<file path="src/rtl/minimal_mem_pkg.sv">
// ---------------------------------------------------------------------------
// minimal_mem_pkg
// Shared definitions for the minimal memory protocol initiator:
//   - state_e        : initiator FSM states (IDLE=0, ACCESS=1, RESP=2)
//   - DEF_BITSIZE_*  : default address / data / size field widths
//   - DEF_TIMEOUT    : default strobe-cycle limit before an access aborts
//   - size_to_mask() : converts an access size in bits into a data mask
// ---------------------------------------------------------------------------
package minimal_mem_pkg;

    localparam int unsigned DEF_BITSIZE_ADDR = 7;
    localparam int unsigned DEF_BITSIZE_DATA = 8;
    localparam int unsigned DEF_BITSIZE_SIZE = 4;
    localparam int unsigned DEF_TIMEOUT      = 255;

    // Widest data bus the mask helper supports.
    localparam int unsigned MASK_MAX_W = 64;

    typedef enum logic [1:0] {
        IDLE   = 2'd0,
        ACCESS = 2'd1,
        RESP   = 2'd2
    } state_e;

    // (1 << size) - 1, saturating to all ones once size covers the bus width.
    // The result is MASK_MAX_W wide; callers truncate to their data width.
    function automatic logic [MASK_MAX_W-1:0] size_to_mask(input int unsigned size,
                                                           input int unsigned width);
        logic [MASK_MAX_W-1:0] ones;
        ones = '1;
        if (size >= width) begin
            return ones >> (MASK_MAX_W - width);
        end
        return (MASK_MAX_W'(1) << size) - MASK_MAX_W'(1);
    endfunction

endpackage

</file>
<file path="src/rtl/minimal_mem_watchdog.sv">
// ---------------------------------------------------------------------------
// minimal_mem_watchdog
// Timeout counter for one access. Cleared when a command is accepted, counts
// each strobe cycle without responder completion, and flags expiry once it
// has reached TIMEOUT-1 (i.e. in the TIMEOUT-th strobe cycle).
// Ports:
//   clock, reset : rising-edge clock, synchronous active-high reset
//   clear_i      : restart the count from zero (priority over enable_i)
//   enable_i     : advance the count by one this cycle
//   expired_o    : count has reached TIMEOUT-1
// ---------------------------------------------------------------------------
module minimal_mem_watchdog #(
    parameter int unsigned TIMEOUT = 255
) (
    input  logic clock,
    input  logic reset,
    input  logic clear_i,
    input  logic enable_i,
    output logic expired_o
);

    localparam int unsigned    CNT_W = (TIMEOUT > 1) ? $clog2(TIMEOUT) : 1;
    localparam logic [CNT_W-1:0] LIMIT = CNT_W'(TIMEOUT - 1);

    logic [CNT_W-1:0] cnt_q;
    logic [CNT_W-1:0] cnt_d;

    always_comb begin
        cnt_d = cnt_q;
        if (clear_i) begin
            cnt_d = '0;
        end else if (enable_i && (cnt_q != LIMIT)) begin
            // Saturate at the limit so a stray enable can never wrap.
            cnt_d = cnt_q + CNT_W'(1);
        end
    end

    always_ff @(posedge clock) begin
        if (reset) begin
            cnt_q <= '0;
        end else begin
            cnt_q <= cnt_d;
        end
    end

    assign expired_o = (cnt_q == LIMIT);

endmodule

</file>
<file path="src/rtl/minimal_mem_initiator.sv">
// ---------------------------------------------------------------------------
// minimal_mem_initiator
// Single-channel initiator for the minimal memory protocol. Accepts one
// command at a time, holds the read or write strobe until the responder
// raises M_DataRdy (or the watchdog expires), then emits a one-cycle
// response carrying masked read data or a timeout error.
// Ports:
//   clock, reset        : rising-edge clock, synchronous active-high reset
//   cmd_valid/cmd_ready : command handshake (ready only in IDLE)
//   cmd_we/addr/wdata/size : command fields (size is in bits)
//   rsp_valid           : one-cycle completion pulse
//   rsp_rdata/rsp_error : masked read data / timeout flag
//   Mout_*              : protocol strobes, address, write data, size
//   M_Rdata_ram/M_DataRdy : responder read data and completion
//   busy                : high whenever not in IDLE
// All outputs decode registers only; no cmd_* or M_* input reaches an output
// combinationally. BITSIZE_data is limited to 64 bits by the mask helper.
// ---------------------------------------------------------------------------
module minimal_mem_initiator
    import minimal_mem_pkg::*;
#(
    parameter int unsigned BITSIZE_addr = DEF_BITSIZE_ADDR,
    parameter int unsigned BITSIZE_data = DEF_BITSIZE_DATA,
    parameter int unsigned BITSIZE_size = DEF_BITSIZE_SIZE,
    parameter int unsigned TIMEOUT      = DEF_TIMEOUT
) (
    input  logic                    clock,
    input  logic                    reset,
    input  logic                    cmd_valid,
    output logic                    cmd_ready,
    input  logic                    cmd_we,
    input  logic [BITSIZE_addr-1:0] cmd_addr,
    input  logic [BITSIZE_data-1:0] cmd_wdata,
    input  logic [BITSIZE_size-1:0] cmd_size,
    output logic                    rsp_valid,
    output logic [BITSIZE_data-1:0] rsp_rdata,
    output logic                    rsp_error,
    output logic                    Mout_oe_ram,
    output logic                    Mout_we_ram,
    output logic [BITSIZE_addr-1:0] Mout_addr_ram,
    output logic [BITSIZE_data-1:0] Mout_Wdata_ram,
    output logic [BITSIZE_size-1:0] Mout_data_ram_size,
    input  logic [BITSIZE_data-1:0] M_Rdata_ram,
    input  logic                    M_DataRdy,
    output logic                    busy
);

    state_e                  state_q, state_d;
    logic                    we_q, we_d;
    logic [BITSIZE_addr-1:0] addr_q, addr_d;
    logic [BITSIZE_data-1:0] wdata_q, wdata_d;
    logic [BITSIZE_size-1:0] size_q, size_d;
    logic [BITSIZE_data-1:0] rdata_q, rdata_d;
    logic                    error_q, error_d;

    logic                    wd_clear;
    logic                    wd_enable;
    logic                    wd_expired;
    logic [MASK_MAX_W-1:0]   mask_full;
    logic [BITSIZE_data-1:0] rdata_masked;

    minimal_mem_watchdog #(
        .TIMEOUT (TIMEOUT)
    ) u_watchdog (
        .clock     (clock),
        .reset     (reset),
        .clear_i   (wd_clear),
        .enable_i  (wd_enable),
        .expired_o (wd_expired)
    );

    // Mask is built from the registered size, so it is stable through ACCESS.
    assign mask_full    = size_to_mask(32'(size_q), BITSIZE_data);
    assign rdata_masked = BITSIZE_data'(64'(M_Rdata_ram) & mask_full);

    // NOTE: every signal assigned here gets a default first, so no path
    // through the case can leave one unassigned and infer a latch.
    always_comb begin
        state_d   = state_q;
        we_d      = we_q;
        addr_d    = addr_q;
        wdata_d   = wdata_q;
        size_d    = size_q;
        rdata_d   = rdata_q;
        error_d   = error_q;
        wd_clear  = 1'b0;
        wd_enable = 1'b0;

        unique case (state_q)
            IDLE: begin
                if (cmd_valid) begin
                    we_d     = cmd_we;
                    addr_d   = cmd_addr;
                    wdata_d  = cmd_wdata;
                    size_d   = cmd_size;
                    rdata_d  = '0;
                    error_d  = 1'b0;
                    wd_clear = 1'b1;
                    state_d  = ACCESS;
                end
            end
            ACCESS: begin
                // Completion is checked before expiry so a ready arriving in
                // the limit cycle still counts as a success.
                if (M_DataRdy) begin
                    rdata_d = we_q ? '0 : rdata_masked;
                    error_d = 1'b0;
                    state_d = RESP;
                end else if (wd_expired) begin
                    rdata_d = '0;
                    error_d = 1'b1;
                    state_d = RESP;
                end else begin
                    wd_enable = 1'b1;
                end
            end
            RESP: begin
                // Response fields only live for the single valid cycle.
                rdata_d = '0;
                error_d = 1'b0;
                state_d = IDLE;
            end
            default: begin
                state_d = IDLE;
            end
        endcase
    end

    // NOTE: state registers use non-blocking assignments so every flop
    // samples the pre-edge values, independent of statement order.
    always_ff @(posedge clock) begin
        if (reset) begin
            state_q <= IDLE;
            we_q    <= 1'b0;
            addr_q  <= '0;
            wdata_q <= '0;
            size_q  <= '0;
            rdata_q <= '0;
            error_q <= 1'b0;
        end else begin
            state_q <= state_d;
            we_q    <= we_d;
            addr_q  <= addr_d;
            wdata_q <= wdata_d;
            size_q  <= size_d;
            rdata_q <= rdata_d;
            error_q <= error_d;
        end
    end

    assign cmd_ready          = (state_q == IDLE);
    assign busy               = (state_q != IDLE);
    assign rsp_valid          = (state_q == RESP);
    assign rsp_rdata          = rdata_q;
    assign rsp_error          = error_q;
    // oe and we derive from one registered bit, so they can never overlap.
    assign Mout_oe_ram        = (state_q == ACCESS) && !we_q;
    assign Mout_we_ram        = (state_q == ACCESS) &&  we_q;
    assign Mout_addr_ram      = addr_q;
    assign Mout_Wdata_ram     = wdata_q;
    assign Mout_data_ram_size = size_q;

endmodule

</file>
<file path="config.mk">
export PLATFORM = sky130hd
export DESIGN_NAME = minimal_mem_initiator
export DESIGN_NICKNAME = d
export VERILOG_FILES = /design/src/rtl/minimal_mem_pkg.sv /design/src/rtl/minimal_mem_watchdog.sv /design/src/rtl/minimal_mem_initiator.sv
export SDC_FILE = /design/constraint.sdc
export NUM_CORES = 1
export LEC_CHECK = 0
export ABC_CLOCK_PERIOD_IN_PS = 1600
export CAP_MARGIN = 20
export CORE_UTILIZATION = 35
export CTS_CLUSTER_SIZE = 40
export DETAILED_ROUTE_END_ITERATION = 10
export HOLD_SLACK_MARGIN = 0.15
export PLACE_DENSITY = 0.76
export RECOVER_POWER = 25
export SLEW_MARGIN = 25
export SYNTH_ARGS = -nofsm -noshare
export SYNTH_HDL_FRONTEND = slang
export SYNTH_SLANG_ARGS = --single-unit
</file>
<file path="constraint.sdc">
create_clock -name clock -period 1.6 [get_ports clock]
set_clock_uncertainty 0.1 [all_clocks]
set_input_delay 0.4 -clock clock [delete_from_list [all_inputs] [get_ports clock]]
set_output_delay 0.4 -clock clock [all_outputs]
set_load 0.005 [all_outputs]
</file>
=== Yosys cells after proc, flatten, opt, wreduce, memory -nomap -nowiden ===
Cells that the tools add are included.

* Add/subtract/negate cells: 2
* $lt $le $gt $ge: 1
* Equal/unequal tests: 6
* Shift-type cells: 1
* Muxes and demuxes: 21
* Bitwise gates (word level): 1
* Reduce and logical (&&, ||, !) cells: 11

{| class="wikitable"
|+ Operators by type and width
! cell !! number
|-
| 8-bit 2-to-1 mux || 6
|-
| 8-bit case mux with 3 select lines || 1
|-
| 1-bit 2-to-1 mux || 9
|-
| 8-bit by 1-bit adder with 8-bit output, second input constant || 1
|-
| 8-bit AND || 1
|-
| 8-bit == test, second input constant || 1
|-
| 8-bit != test, second input constant || 1
|-
| 1-bit by 4-bit left shift with 8-bit output, first input constant || 1
|-
| 8-bit by 2-bit subtractor with 8-bit output, second input constant || 1
|-
| 2-bit 2-to-1 mux || 3
|-
| 4-bit greater-or-equal comparator, second input constant || 1
|-
| 2-bit case mux with 2 select lines || 1
|-
| 2-bit AND reduction || 2
|-
| 1-bit logical AND || 3
|-
| 3-bit by 2-bit != test with 1-bit output, second input constant || 1
|-
| 1-bit case mux with 3 select lines || 1
|-
| 3-bit AND reduction || 1
|-
| 3-bit nonzero test || 1
|-
| 2-bit by 1-bit == test with 1-bit output, second input constant || 1
|-
| 2-bit == test, second input constant || 1
|-
| 2-bit zero test || 1
|-
| 2-bit != test, second input constant || 1
|-
| 2-bit nonzero test || 1
|-
| 2-bit OR reduction || 1
|-
| 1-bit zero test || 1
|}

* Flip-flop bits (word level): 39
* Input bits: 32
* Output and inout bits: 33
* Word-level logic and storage cells: 51

=== Logic depth before layout (Yosys ltp) ===
Gate-level depths: netlist (run 1).

* Depth after elaboration: 7
* Gate-level depth with buffers: 8
* Mapped depth without buffers: 7

=== Cells and area by module ===
A second synthesis (run 1) with hierarchy kept.

* Cells, all modules: 182
* Area total of the unflattened synthesis: 1783.0 sq um

{| class="wikitable"
|+ Modules (own cells, without submodules)
! module !! instances !! cells an instance !! area each (sq um) !! sequential area each (sq um)
|-
| minimal_mem_initiator || 1 || 131 || 1340.0 || 620.6
|-
| minimal_mem_watchdog || 1 || 51 || 442.9 || 160.2
|}

=== Worst setup path after synthesis (run 1) ===
No wires, ideal clock.

* Path type: register -> register
* Start point: register state_q[0]
* End point: register u_watchdog.cnt_q[6]
* Setup time: 0.122 ns
* Data arrival time: 1.487 ns
* Required time: 1.378 ns
* Slack: -0.109 ns
* Stages on the path, launching flop included: 5
* Buffers on the path: 0
* Clock period less this slack: 1.709 ns
* Path through: dfxtp_1 or3b_4 or4b_4 xor2_1 nor2_2

* Word-level cells in the longest chain between the ends: 3
* Elaborated cells on any way between the ends: 6
* Those cells by class: eq/ne (1); mux (2); reduce/logical (3)

{| class="wikitable"
|+ RTL lines
! element !! RTL line !! text
|-
| start: declaration || minimal_mem_initiator.sv:48 || <nowiki>state_e state_q, state_d;</nowiki>
|-
| start signal: assignment || minimal_mem_initiator.sv:141 || <nowiki>state_q <= state_d;</nowiki>
|-
| 2-bit by 1-bit == test with 1-bit output / 2-bit zero test (equally long branches) || minimal_mem_initiator.sv:89 || <nowiki>unique case (state_q)</nowiki>
|-
| 1-bit 2-to-1 mux || minimal_mem_initiator.sv:89 ||
|-
| 1-bit logical AND / 2-bit OR reduction (equally long branches) || - ||
|-
| end signal: assignment || minimal_mem_watchdog.sv:42 || <nowiki>cnt_q <= cnt_d;</nowiki>
|-
| end: declaration || minimal_mem_watchdog.sv:25 || <nowiki>logic [CNT_W-1:0] cnt_q;</nowiki>
|}

Several ways; a longest one is shown, not always the timed one.
A chain may end at the register's enable or synchronous reset.

=== Worst setup path in the final report (run 1) ===
Same ends and word-level chain as after synthesis.

==> metrics, run 1 <==
register bit total from synthesis 39; most frequent cells after synthesis nand2_1 (49), dfxtp_1 (39), a21oi_1 (25); post-synthesis sequential area ratio 47.9%; # rows 24; FILL cells 371; count leader, synth nand2_1; full die area 4930 µm²; GR Util met2 30.9%; PnR worst setup slack -0.201 ns; proportion of synthesized area in mux cells 0.614%; failing checks negative setup slack; worst slew pin tran 0.298 ns; Critical R2R Launch state_q[0]; cells along the critical path buf_6, or3b_4, or4b_4, xor2_2, nor2_2; Die W 70.2 µm; worst hold path endpoint Mout_Wdata_ram[5]; initial antenna violation count 0; GRT Total Usage 18.6%; routed wire length per instance 13.8 µm; Worst VDD drop 570 µV; met3 usage 6.35%; dominant cell type by area after synthesis dfxtp_1; Synth Area per Inst 8.44 µm²; Synth Area in Adders 2.30%; min Tclk post-route 1.80 ns; hold path depth 2; Final period util 113%; relative slew slack 80.1%; GR peak layer met2; Synth Area in Compound Gates 17.7%; worst slack, placed -0.571 ns; nets@finish 330; Layout area overhead 77.2%; 1st-pass router iterations 4; Post-DRT Antenna Nets 0; clk buf depth 2; Worst path slowest cell or4b_4; WL final 4.81 mm; critical path endpoint category register; Starting DRT DRC Count 98; cts hold-fix bufs 0; Cell Area, Synth 1630 µm²; CTS tree built; H-tree Lvls 2; vias in the first global route 1664; largest family of logic cells by synthesized area simple AND/OR/NAND/NOR gates; vias post-DR 1739; Worst-path clk slew 0.08 ns; GRT met1 Usage 22.0%; RR Endpoint u_watchdog.cnt_q[6]; Post-Syn Instances 193; WP data arrival 1.89 ns; Num CTS Buffers 5; Initial Util 36.9%; Post-synth EDFFs 0; hold path start Mout_Wdata_ram[5]; Final setup violation count 18; CP Launch Type register; Die H 70.2 µm; syn_nets 228; FF-to-FF path depth 5; max cap viols 0; # port buffers 64; Max Slew Vio Count 0; Clk Tree Root Cell clkbuf_8; clock insertion delay at the later pin of the skew report 0.29 ns; RSZ-0062 raised after global routing yes; Worst Hold Class register to register; pin count of the biggest net entering global routing 22; power per standard cell area 782 nW/µm²; Final TNS setup -1.90 ns; ys flop type dfxtp_1; Lkg Pwr 0.00126 µW; CP max FO 4; slowest stage delay, CP 0.54 ns; Boundary Pins 65; Yosys top cell area share 47.9%; via/cell ratio 5.00; WP data required 1.69 ns; Ys Warns 0; largest cells by area after synthesis dfxtp_1 (48%), nand2_1 (11%), a21oi_1 (7.7%); Hold Vio Cnt, Final 0; CTS Sinks 39; FF-to-FF setup slack -0.20 ns; CP bufs+invs 1; status finished with violations; global-route wire length before repair 7.27 mm; Crit path max-delay family simple AND/OR/NAND/NOR gates; Core Region 4410 µm²; synth unique cells 39; diode count 0; Synth Area in Simple Gates 26.0%; XOR/XNOR Fraction of Synth Area 2.15%; Crit Path Class register to register; total grt overflow 0; layout cells sized above 1 30.7%; DRC 0; fmax 555 MHz; Async SR Flop Fraction 0%; weighted congestion at the end of routability-driven global placement 0.795; hpwl dp 2.97 mm
-- sequential cells by signal, indices dropped and copies added, names as in the netlist --
name                flops
Mout_addr_ram           7
Mout_Wdata_ram          8
rsp_error               1
state_q                 2
we_q                    1
u_watchdog.cnt_q        8
rsp_rdata               8
Mout_data_ram_size      4
-- power by group --
part / total, µW / internal [µW] / switching [µW]
Combinational: 491 / 276 / 215
Clock: 727 / 394 / 333
Sequential: 1040 / 1010 / 26.4
-- routing by layer --
layer	vias to the layer above	wire (µm)
met1	811	1980
met3	5	304
met2	55	2490
met4	0	36
li1	868	-
met5	-	0
-- tightest hold or removal path, cell delays in order (launching register included) --
cell     delay (ns)
dfxtp_1        0.31
nand2_1        0.05
a21oi_1        0.05
-- cells in the final DEF (no fill, tap or decap), drive strengths merged, types with 3 or more instances in the layout --
cell type and n:
nor2 10, buf 44, a32o 6, nand3 5, inv 4, clkdlybuf4s50 29
nand2 49, clkbuf 8, dfxtp 39, dlygate4sd2 31, ha 3, nor3 4
a21oi 25, nand2b 3, nor3b 3
-- worst max-delay path by stage --
| stage | to | start | depth (start not counted) | slack (ns) |
|---|---|---|---|---|
| floorplan | u_watchdog.cnt_q[6] | M_DataRdy | 4 | -0.1 |
| global placement | u_watchdog.cnt_q[6] | M_DataRdy | 5 | -0.57 |
| detailed placement | u_watchdog.cnt_q[6] | M_DataRdy | 5 | -0.57 |
| CTS | u_watchdog.cnt_q[6] | state_q[1] | 5 | -0.16 |
| global route | u_watchdog.cnt_q[6] | state_q[0] | 5 | -0.23 |
| finish | u_watchdog.cnt_q[6] | state_q[0] | 5 | -0.20 |
-- logic make-up (layout without fill, tap and decap cells) --
| group | count (synthesis) | count (layout) |
|---|---|---|
| xor+xnor | 4 | 4 |
| fa+ha+maj | 3 | 3 |
| flops | 39 | 39 |
| simple gates | 87 | 87 |
| mux | 1 | 1 |
| compound gates | 45 | 45 |
| buf+inv | 14 | 117 |
-- area by class of cell --
| type | instances | area, µm² | area share (%) |
|---|---|---|---|
| repair buffers | 105 | 960 | 33.2 |
| multi-input cells | 140 | 946 | 32.8 |
| flip-flops and latches | 39 | 801 | 27.7 |
| clock buffers | 8 | 100 | 3.47 |
| well taps | 52 | 65.1 | 2.25 |
| inverters | 4 | 15.0 | 0.520 |
-- what timing repair did --
item / in CTS / in global routing
pin swaps: 20 / 10
setup buffers: 10 / 6
gates resized for setup: 74 / 23
setup endpoints to repair: 50 / 29
-- metrics by stage --
stage | cells | total power (µW) | hold WS [ns] | util [%] | area (µm²)
after floorplan | 193 | 1240 | 0.353 | - | 1670
after global placement | 327 | 1490 | 0.341 | 57.7 | 2550
after detailed placement | 327 | 1500 | 0.348 | 57.7 | 2550
after CTS | 343 | 2230 | 0.354 | 62.4 | 2750
after global routing | 348 | 2360 | 0.372 | 65.4 | 2890
final | 348 | 2260 | 0.351 | 65.4 | 2890
(Power assumes the default switching activity.)
==> run 2: changes to the inputs <==
CTS_BUF_LIST = sky130_fd_sc_hd__clkbuf_8   (was default)
==> metrics, run 2 (same netlist as run 1, synthesis figures left out) <==
cts hold-fix bufs 0 (unchanged); Post-DRT Antenna Nets 0 (unchanged); most frequent cells in the layout nand2_1 (49), dlygate4sd2_1 (31), clkdlybuf4s50_1 (29) (unchanged); CTS tree built (unchanged); Worst-path clk slew 0.08 ns (about the same); FF-to-FF setup slack -0.20 ns (about the same); CP max FO 4 (unchanged); weighted congestion at the end of routability-driven global placement 0.795 (unchanged); routed wire length per instance 13.8 µm (about the same); hpwl dp 2.97 mm (unchanged); WP data required 1.69 ns (about the same); CTS Sinks 39 (unchanged); Critical R2R Launch state_q[0] (unchanged); vias post-DR 1740 (was 1739); power per standard cell area 780 nW/µm² (was 782 nW/µm²); commonest non-fill, non-tap cell in the layout nand2_1 (unchanged); Layout area overhead 77.2% (unchanged); Initial Util 36.9% (unchanged); clk buf depth 2 (unchanged); Boundary Pins 65 (unchanged); Final setup violation count 18 (unchanged); 1st-pass router iterations 4 (unchanged); DRC 0 (unchanged); # rows 24 (unchanged); diode count 0 (unchanged); via/cell ratio 5.00 (about the same); fmax 555 MHz (unchanged); Clk Tree Root Cell clkbuf_8 (unchanged); max cap viols 0 (unchanged); worst slack, placed -0.571 ns (unchanged); critical path endpoint category register (unchanged); worst hold path endpoint Mout_Wdata_ram[5] (unchanged); global-route wire length before repair 7.27 mm (unchanged); Hold Vio Cnt, Final 0 (unchanged); Util after Layout 65.4% (unchanged); Die W 70.2 µm (unchanged); WL final 4.81 mm (about the same); Multi-input gate area 946 µm² (unchanged); hold path depth 2 (unchanged); failing checks negative setup slack (unchanged); FILL cells 371 (unchanged); Worst Hold Class register to register (unchanged); Worst VDD drop 554 µV (was 570 µV); CP Launch Type register (unchanged); RR Endpoint u_watchdog.cnt_q[6] (unchanged); WP data arrival 1.89 ns (about the same); clock insertion delay at the later pin of the skew report 0.29 ns (about the same); full die area 4930 µm² (unchanged); placed cell area 2550 µm² (unchanged); Crit Path Class register to register (unchanged); Num CTS Buffers 5 (unchanged); Reg area 801 µm² (unchanged); Max Slew Vio Count 0 (unchanged); # port buffers 64 (unchanged); worst slew pin tran 0.298 ns (about the same); GRT Total Usage 18.6% (unchanged); Final period util 113% (unchanged); vias in the first global route 1664 (unchanged); FF-to-FF path depth 5 (unchanged); Lkg Pwr 0.00127 µW (was 0.00126 µW); min Tclk post-route 1.80 ns (unchanged); relative slew slack 80.1% (about the same); H-tree Lvls 2 (unchanged); Core Region 4410 µm² (unchanged); nets@finish 330 (unchanged); final non-filler cell total 348 (unchanged); Cells after DPL 327 (unchanged); initial antenna violation count 0 (unchanged); total grt overflow 0 (unchanged); Starting DRT DRC Count 99 (was 98); status finished with violations (unchanged); PnR worst setup slack -0.201 ns (unchanged); hold path start Mout_Wdata_ram[5] (unchanged); post-route cell area 2890 µm² (unchanged); layout cells sized above 1 30.7% (unchanged); Die H 70.2 µm (unchanged); pin count of the biggest net entering global routing 22 (unchanged); RSZ-0062 raised after global routing yes (unchanged)
-- run 2: per-stage QoR --
step                hold WS [ns]  power (µW)  setup TNS, ns
CTS                        0.354        2230         -0.983
global route               0.372        2360          -3.02
finish                     0.351        2250          -1.90
detailed placement         0.348        1500         -11.42
floorplan                  0.353        1240        -0.0952
global placement           0.341        1490         -11.22
-- run 2: timing repair --
action | in CTS | in global routing
setup endpoints to repair | 50 | 29
hold endpoints to repair | 0 | 0
pin swaps | 20 | 10
cloned | 0 | 0
resized for setup | 74 | 23
buffers inserted | 10 | 6
-- run 2: power breakdown --
part	internal (µW)	switching, µW	total (µW)
clock network	387	334	721
logic	276	215	491
registers	1010	26.4	1040
total	1680	576	2250
-- run 2: routing by layer --
metal | up-vias | wire, µm | track usage (%)
met5 | - | 0 | 0
met4 | 0 | 36 | 6.67
met3 | 5 | 304 | 6.35
met2 | 55 | 2490 | 30.9
met1 | 811 | 1980 | 22.0
li1 | 869 | - | -
-- run 2: critical path, stage by stage (launching register included) --
cell     delay (ns)
dfxtp_4        0.37
buf_6          0.10
or3b_4         0.38
or4b_4         0.54
xor2_2         0.18
nor2_2         0.05
-- run 2: worst max-delay path by stage --
stage	start	endpoint	slack [ns]	cells past startpoint
2_1_floorplan	M_DataRdy	u_watchdog.cnt_q[6]	-0.1	4
3_3_place_gp	M_DataRdy	u_watchdog.cnt_q[6]	-0.57	5
3_5_place_dp	M_DataRdy	u_watchdog.cnt_q[6]	-0.57	5
4_1_cts	state_q[1]	u_watchdog.cnt_q[6]	-0.16	5
5_1_grt	state_q[0]	u_watchdog.cnt_q[6]	-0.23	5
6_report	state_q[0]	u_watchdog.cnt_q[6]	-0.20	5
-- run 2: cell type report --
cell class	count	area share, %
Sequential cell	39	27.7
Clock buffer	7	3.34
Timing Repair Buffer	105	33.2
Multi-Input combinational cell	140	32.8
Inverter	4	0.520
Tap cell	52	2.25
Clock inverter	1	0.130
==> run 3: changes to the inputs <==
SKIP_CTS_REPAIR_TIMING = 1   (was default)
SKIP_LAST_GASP = 1   (was default)
==> metrics, run 3 (same netlist as run 1, synthesis figures left out) <==
status finished with violations (unchanged); failing checks negative setup slack (unchanged); hold path start Mout_Wdata_ram[5] (unchanged); Crit Path Class register to register (unchanged); power per standard cell area 779 nW/µm² (was 780 nW/µm²); WP data required 1.69 ns (about the same); FF-to-FF path depth 4 (was 5); Critical R2R Launch state_q[0] (unchanged); PnR worst setup slack -0.115 ns (was -0.201 ns); DRC 0 (unchanged); Lkg Pwr 0.00148 µW (was 0.00127 µW); Max Slew Vio Count 0 (unchanged); Comb power frac 20.6% (was 21.8%); clock power share 32.5% (was 32.0%); RR Endpoint u_watchdog.cnt_q[6] (unchanged); GRT Total Usage 17.2% (was 18.6%); cells along the critical path or3b_4, or4b_4, xor2_2, nor2_2 (was buf_6, or3b_4, or4b_4, xor2_2, nor2_2); sw frac 25.1% (was 25.6%); vias in the first global route 1564 (was 1664); Final period util 107% (was 113%); Initial Util 36.9% (unchanged); nets@finish 318 (was 330); relative slew slack 73.8% (was 80.1%); # port buffers 64 (unchanged); clk buf depth 2 (unchanged); layout cells sized above 1 24.3% (was 30.7%); sequential power share 46.9% (was 46.2%); Worst path slowest cell or4b_4 (unchanged); worst slew pin tran 0.394 ns (was 0.298 ns); Core Region 4410 µm² (unchanged); commonest non-fill, non-tap cell in the layout nand2_1 (unchanged); FF-to-FF setup slack -0.11 ns (was -0.20 ns); Die H 70.2 µm (unchanged); diode count 0 (unchanged); NetSw 556 µW (was 576 µW); Worst-path clk slew 0.07 ns (was 0.08 ns); Boundary Pins 65 (unchanged); critical path endpoint category register (unchanged); initial antenna violation count 0 (unchanged); Cells after DPL 327 (unchanged); Clk Tree Root Cell clkbuf_8 (unchanged); max cap viols 0 (unchanged); clock insertion delay at the later pin of the skew report 0.28 ns (was 0.29 ns); # rows 24 (unchanged); CP Launch Type register (unchanged); hpwl dp 2.97 mm (unchanged); WL final 4.52 mm (was 4.81 mm); min Tclk post-route 1.71 ns (was 1.80 ns); Worst Hold Class register to register (unchanged); final non-filler cell total 336 (was 348); weighted congestion at the end of routability-driven global placement 0.795 (unchanged); fmax 583 MHz (was 555 MHz); WP data arrival 1.80 ns (was 1.89 ns); CP max FO 5 (was 4); hold path depth 2 (unchanged); Num CTS Buffers 5 (unchanged); H-tree Lvls 2 (unchanged); Final setup violation count 6 (was 18); total grt overflow 0 (unchanged); Final Power 2210 µW (was 2250 µW); via/cell ratio 4.97 (was 5.00); global-route wire length before repair 6.77 mm (was 7.27 mm); CTS tree built (unchanged); most frequent cells in the layout nand2_1 (48), dfxtp_1 (31), clkdlybuf4s50_1 (29) (was nand2_1 (49), dlygate4sd2_1 (31), clkdlybuf4s50_1 (29)); Int Power 1660 µW (was 1680 µW); CTS Sinks 39 (unchanged); Layout area overhead 74.5% (was 77.2%); full die area 4930 µm² (unchanged); slowest stage delay, CP 0.56 ns (was 0.54 ns); RSZ-0062 raised after global routing yes (unchanged); FILL cells 379 (was 371); routed wire length per instance 13.4 µm (was 13.8 µm); worst hold path endpoint Mout_Wdata_ram[5] (unchanged); vias post-DR 1671 (was 1740); 1st-pass router iterations 4 (unchanged); Worst VDD drop 561 µV (was 554 µV); Die W 70.2 µm (unchanged); Post-DRT Antenna Nets 0 (unchanged); pin count of the biggest net entering global routing 22 (unchanged); Hold Vio Cnt, Final 0 (unchanged); Starting DRT DRC Count 71 (was 99); Critical Path Source state_q[0] (unchanged)
==> run 3: cell types whose count changed in the layout (fill, tap and decap cells not counted), sizes merged <==
cell           before  now
clkbuf              7    9
buf                44   29
clkdlybuf4s25       0    7
dlymetal6s2s        0   26
clkdlybuf4s15       1    0
dlygate4sd2        31    0
==> run 3: power by group through the flow <==
stage | combinational (µW) | clock, µW | sequential (µW)
final | 457 | 719 | 1040
after global routing | 497 | 778 | 1040
after CTS | 437 | 739 | 1040
after detailed placement | 433 | 0 | 1060
after global placement | 427 | 0 | 1060
after floorplan | 177 | 0 | 1070
==> run 3: worst max path at each step <==
stage,slack [ns],end,cells after the start
after detailed placement,-0.57,u_watchdog.cnt_q[6],5
after global routing,-0.19,u_watchdog.cnt_q[3],6
after global placement,-0.57,u_watchdog.cnt_q[6],5
after floorplan,-0.1,u_watchdog.cnt_q[6],4
final,-0.11,u_watchdog.cnt_q[6],4
after CTS,-0.42,cmd_ready,3
==> run 3: area by class of cell <==
class	instances	area (µm²)	area share (%)
Inverter	4	15.0	0.528
Sequential cell	39	798	28.1
Timing Repair Buffer	93	952	33.5
Clock buffer	7	96.3	3.39
Multi-Input combinational cell	140	912	32.1
Tap cell	52	65.1	2.29
Clock inverter	1	3.75	0.132
==> run 3: per-stage QoR <==
| step | area [µm²] | hold WS (ns) | setup WS, ns | utilization (%) | TNS [ns] |
|---|---|---|---|---|---|
| floorplan | 1670 | 0.353 | -0.0952 | - | -0.0952 |
| global placement | 2550 | 0.341 | -0.572 | 57.7 | -11.22 |
| detailed placement | 2550 | 0.348 | -0.571 | 57.7 | -11.42 |
| CTS | 2650 | 0.357 | -0.422 | 59.9 | -5.06 |
| global route | 2840 | 0.380 | -0.187 | 64.4 | -1.63 |
| finish | 2840 | 0.353 | -0.115 | 64.4 | -0.416 |
==> run 3: critical path: cells and delay by family (launching register included) <==
family	cells	cell delay, ns
xor+xnor	1	0.16
simple gates	3	1.00
flops	1	0.36
==> run 3: per-layer routing <==
metal / share of wire [%] / global-route usage [%] / vias to the layer above
li1: - / - / 841
met1: 45 / 22.0 / 777
met2: 49 / 26.3 / 48
met3: 5.2 / 5.92 / 5
met4: 0.80 / 6.67 / 0
met5: 0 / 0 / -
